File: config.mk
export PLATFORM = sky130hd
export DESIGN_NAME = add_seq_ctrl
export DESIGN_NICKNAME = d
export VERILOG_FILES = /design/src/rtl/add_seq_ctrl.sv
export SDC_FILE = /design/constraint.sdc
export NUM_CORES = 1
export LEC_CHECK = 0
export BUFFER_PORTS_ARGS = -buffer_cell sky130_fd_sc_hd__buf_2
export CAP_MARGIN = 20
export CORE_MARGIN = 2
export CORE_UTILIZATION = 58
export CTS_CLUSTER_SIZE = 28
export DETAILED_ROUTE_END_ITERATION = 8
export PLACE_DENSITY_LB_ADDON = 0.05
export SYNTH_ARGS = -nofsm -noshare
export SYNTH_HDL_FRONTEND = slang
export SYNTH_SLANG_ARGS = --single-unit
File: constraint.sdc
create_clock -name clk -period 4.75 [get_ports clk]
set_input_delay 0.475 -clock clk [delete_from_list [all_inputs] [get_ports clk]]
set_output_delay 0.475 -clock clk [all_outputs]
set_load 0.02 [all_outputs]
File: src/rtl/add_seq_ctrl.sv
`timescale 1ns/1ps
// add_seq_ctrl: nibble-serial adder, one 4-bit ripple slice reused per nibble.
// Ports: clk, rst; start/a/b/cin in; ready/busy/done, sum/cout/ovf out.
module add_seq_ctrl #(
  parameter int NIBBLES = 4
) (
  input  logic                   clk,
  input  logic                   rst,
  input  logic                   start,
  input  logic [4*NIBBLES-1:0]   a,
  input  logic [4*NIBBLES-1:0]   b,
  input  logic                   cin,
  output logic                   ready,
  output logic                   busy,
  output logic                   done,
  output logic [4*NIBBLES-1:0]   sum,
  output logic                   cout,
  output logic                   ovf
);

  localparam int W  = 4 * NIBBLES;
  localparam int IW = (NIBBLES > 1) ? $clog2(NIBBLES) : 1;
  localparam logic [IW-1:0] LAST = IW'(NIBBLES - 1);

  typedef enum logic [1:0] {
    IDLE = 2'd0,
    RUN  = 2'd1,
    DONE = 2'd2
  } state_t;

  state_t         state_q, state_d;
  logic [IW-1:0]  idx_q, idx_d;
  logic           carry_q, carry_d;
  logic [W-1:0]   a_r_q, a_r_d;
  logic [W-1:0]   b_r_q, b_r_d;
  logic [W-1:0]   sum_q, sum_d;
  logic           cout_q, cout_d;
  logic           ovf_q, ovf_d;

  logic [3:0]     sl_a, sl_b, sl_s;
  logic [4:0]     sl_c;

  // The single shared 4-bit ripple slice.
  always_comb begin
    sl_a    = a_r_q[{idx_q, 2'b00} +: 4];
    sl_b    = b_r_q[{idx_q, 2'b00} +: 4];
    sl_s    = '0;
    sl_c    = '0;
    sl_c[0] = carry_q;
    for (int i = 0; i < 4; i++) begin
      sl_s[i]   = sl_a[i] ^ sl_b[i] ^ sl_c[i];
      sl_c[i+1] = (sl_a[i] & sl_b[i]) |
                  (sl_a[i] & sl_c[i]) |
                  (sl_b[i] & sl_c[i]);
    end
  end

  always_comb begin
    state_d = state_q;
    idx_d   = idx_q;
    carry_d = carry_q;
    a_r_d   = a_r_q;
    b_r_d   = b_r_q;
    sum_d   = sum_q;
    cout_d  = cout_q;
    ovf_d   = ovf_q;
    unique case (state_q)
      IDLE: begin
        if (start) begin
          state_d = RUN;
          a_r_d   = a;
          b_r_d   = b;
          carry_d = cin;
          idx_d   = '0;
          sum_d   = '0;
          cout_d  = 1'b0;
          ovf_d   = 1'b0;
        end
      end
      RUN: begin
        sum_d[{idx_q, 2'b00} +: 4] = sl_s;
        carry_d = sl_c[4];
        if (idx_q == LAST) begin
          cout_d  = sl_c[4];
          // signed overflow: carry into bit 3 vs out of it
          ovf_d   = sl_c[3] ^ sl_c[4];
          // park at 0 so idx stays in range for any NIBBLES
          idx_d   = '0;
          state_d = DONE;
        end else begin
          idx_d = idx_q + 1'b1;
        end
      end
      DONE: state_d = IDLE;
      default: state_d = IDLE;
    endcase
  end

  always_ff @(posedge clk or posedge rst) begin
    if (rst) begin
      state_q <= IDLE;
      idx_q   <= '0;
      carry_q <= 1'b0;
      a_r_q   <= '0;
      b_r_q   <= '0;
      sum_q   <= '0;
      cout_q  <= 1'b0;
      ovf_q   <= 1'b0;
    end else begin
      state_q <= state_d;
      idx_q   <= idx_d;
      carry_q <= carry_d;
      a_r_q   <= a_r_d;
      b_r_q   <= b_r_d;
      sum_q   <= sum_d;
      cout_q  <= cout_d;
      ovf_q   <= ovf_d;
    end
  end

  assign ready = (state_q == IDLE);
  assign busy  = (state_q == RUN);
  assign done  = (state_q == DONE);
  assign sum   = sum_q;
  assign cout  = cout_q;
  assign ovf   = ovf_q;

endmodule
==> flow_summary_export.csv <==
group,metric,value,unit
synthesis,synth-simple-area-share,5.02,%
synthesis,synthFlopType,"dfrtp_1",
placed_design,place_ws,1.52,ns
die,initial_utilization,60.8,%
sta,fin_crit,3.23,ns
clock_tree,postCtsHoldBufs,0,
sta,rsz0062_at_grt,"no",
worst_setup_path,regToRegSetupSlack,1.52,ns
clock_tree,cts_buffers,5,
worst_setup_path,worst_ep_arrival_time,3.43,ns
placed_design,gp_congestion,0.856,
worst_hold_path,min_path_type,"in -> async",
sta,slew_viol_final,0,
sta,max_freq,310,MHz
route,drt_iter0_drc,109,
global_route,grt_pass1_vias,1748,
global_route,grt_max_degree,56,
worst_setup_path,cp.required,4.95,ns
placed_design,dp_hpwl,3600,um
worst_setup_path,slowest_delay,0.79,ns
global_route,antenna_found_initial,0,
worst_setup_path,cp-end-kind,"flop",
synthesis,synthAdderAreaFrac,4.88,%
synthesis,ys_warn_count,0,
global_route,grtUsageTotal,21.4,%
clock_tree,path_clk_slew,0.09,ns
worst_setup_path,slowest_stage,"dfrtp_1",
die,die_area,5160,um2
clock_tree,cts-resized-gates,0,
global_route,grt_pass1_wl,8430,um
die,die_h,71.8,um
synthesis,netlist_area,2670,um2
clock_tree,clock-root-buffer,"clkbuf_8",
sta,finalWorstSetupSlack,1.52,ns
clock_tree,clockBufferDepth,2,
clock_tree,cts_tree,"yes",
die,io_pins,57,
worst_setup_path,r2r_end,"ovf",
die,die_w,71.8,um
sta,fin_skew,0.00606,ns
synthesis,synth_cells,186,
synthesis,yosysSeqAreaShare,51.6,%
placed_design,place_area,2920,um2
synthesis,avgSynthCellArea,14.3,um2
power,power.leakage,1.50,nW
synthesis,synth_seq_cells,55,
die,coreArea,4380,um2
power,ir_drop,0.000394,V
worst_setup_path,path_depth,9,
cells_and_area,drive_gt1_share,41.0,%
sta,max-slew-margin-rel,54.8,%
sta,finalSetupViolCount,0,
worst_setup_path,critPathMaxFanout,15,
worst_setup_path,cp_top_family,"adder cells",
synthesis,ys_async_sr_fraction,100,%
route,via_per_inst,5.59,
worst_setup_path,crit_chain,"mux4_2 -> fa_1 -> inv_1 -> fa_1 -> fa_1 -> fa_1 -> xnor2_1 -> nor2_1 -> mux2_4",
route,ant_nets,0,
sta,hold_violations,0,
placed_design,io_buffers,56,
power,power_density,791,nW/um2
global_route,gr-total-overflow,0,
run_status,outcome,"finished clean",
clock_tree,post_cts_buffers,0,
worst_setup_path,cp-start-kind,"flop",
cells_and_area,diodes,0,
route,wl_per_cell,16.7,um
route,drcViolationCount,0,
cells_and_area,syn_to_final_growth,14.0,%
cells_and_area,final_nets,287,
cells_and_area,final_area,3040,um2
die,rows,24,
clock_tree,clk_latency,0.30,ns
sta,worstMarginPinSlew,0.678,ns
route,dr_total_vias,1654,
synthesis,yosysUniqueCellTypes,33,
synthesis,synth.area.mux_share,24.6,%
worst_setup_path,rr_startpoint,"idx_q[0]",
synthesis,mappedNetlistNets,230,
worst_setup_path,cp_common_cell,"fa_1",
clock_tree,htreeDepth,2,
route,firstDrtPassIters,4,
run,max_cap_viol_count,0,
sta,timing.final.crit_share,67.9,%
sta,whs,0.222,ns
synthesis,synth_top_family_by_area,"multiplexers",
synthesis,synth_edf_count,0,
worst_setup_path,worstRegToRegCells,9,
sta,fin_tns_setup,0,ns
synthesis,synth-compound-area-share,6.19,%
route,wl,4930,um
worst_setup_path,crit_type,"reg -> reg",
synthesis,synth_xor_area_share,0.328,%
clock_tree,cts.sinks,55,
worst_setup_path,path_buf_inv,1,
placed_design,dp_cells,287,
cells_and_area,stdcell_count,296,
synth_stat cells, types with 2 or more instances:
cell | number | area share, %
o22ai_1 | 12 | 2.8
dfrtp_1 | 55 | 52
nand3_1 | 2 | 0.38
mux2_1 | 7 | 3.0
nor2_1 | 6 | 0.84
buf_12 | 2 | 1.5
mux4_2 | 5 | 4.2
nand4_1 | 2 | 0.47
nand2_1 | 5 | 0.70
fa_1 | 4 | 3.0
mux2_4 | 22 | 12
inv_1 | 24 | 3.4
mux2_2 | 5 | 2.1
buf_6 | 3 | 1.3
o31ai_1 | 2 | 0.56
mux4_1 | 3 | 3.0
ha_1 | 4 | 1.9
nor2b_1 | 2 | 0.47
a21oi_1 | 3 | 0.56
o2bb2ai_1 | 4 | 1.3
and2_1 | 2 | 0.47
through the flow:
step	utilization [%]	total power [W]
after floorplan	-	0.00184
after global placement	66.6	0.00210
after detailed placement	66.6	0.00214
after CTS	68.9	0.00242
after global routing	69.3	0.00259
final	69.3	0.00241
sequential cells by signal (all words and copies together), names as in the netlist:
register and count:
a_r_q 16, b_r_q 16, carry_q 1, cout 1, idx_q 2, ovf 1
state_q 2, sum 16
cell usage in the layout (no fill, tap or decap), types with 2 or more instances in the layout:
master,instances
nand4_1,2
dfrtp_1,55
nor2b_1,2
buf_2,56
o31ai_1,2
mux2_2,5
o22ai_1,12
nand2_1,5
and2_1,2
fa_1,4
mux2_1,7
nand3_1,2
clkbuf_8,7
mux4_1,3
a21oi_1,3
nor2_1,6
ha_1,4
inv_1,23
mux4_2,5
mux2_4,22
o2bb2ai_1,4
per-layer routing:
layer / up-vias / track usage [%] / share of wire (%)
met2: 54 / 35.5 / 50
met1: 821 / 28.7 / 44
met3: 6 / 3.80 / 4.6
li1: 773 / - / -
met5: - / 0 / 0
met4: 0 / 7.76 / 1.5
where the power goes:
group	switching [W]	internal, W
Combinational	0.000630	0.000639
Clock	0.000141	0.000133
Sequential	0.000180	0.000683
Total	0.000951	0.00145
logic make-up after synthesis:
group | Yosys count
AOI/OAI and AO/OA | 24
xor gates and xnor gates | 1
adders and majority gates | 8
buffers and inverters | 32
DFF | 55
muxes | 42
and+or+nand+nor | 24
how the worst max path moves through the flow:
stage	start	slack (ns)	end
final	idx_q[0]	1.52	ovf
after detailed placement	idx_q[0]	1.52	ovf
after CTS	idx_q[0]	1.50	ovf
after floorplan	idx_q[0]	1.83	ovf
after global placement	idx_q[0]	1.66	ovf
after global routing	idx_q[0]	1.29	ovf
final cells by class:
cell class | count | area (um2)
Timing Repair Buffer | 58 | 308
Fill cell | 334 | 1340
Inverter | 24 | 90.1
Sequential cell | 55 | 1380
Multi-Input combinational cell | 99 | 1100
Clock buffer | 8 | 100
Tap cell | 52 | 65.1
(Power assumes the default switching activity.)
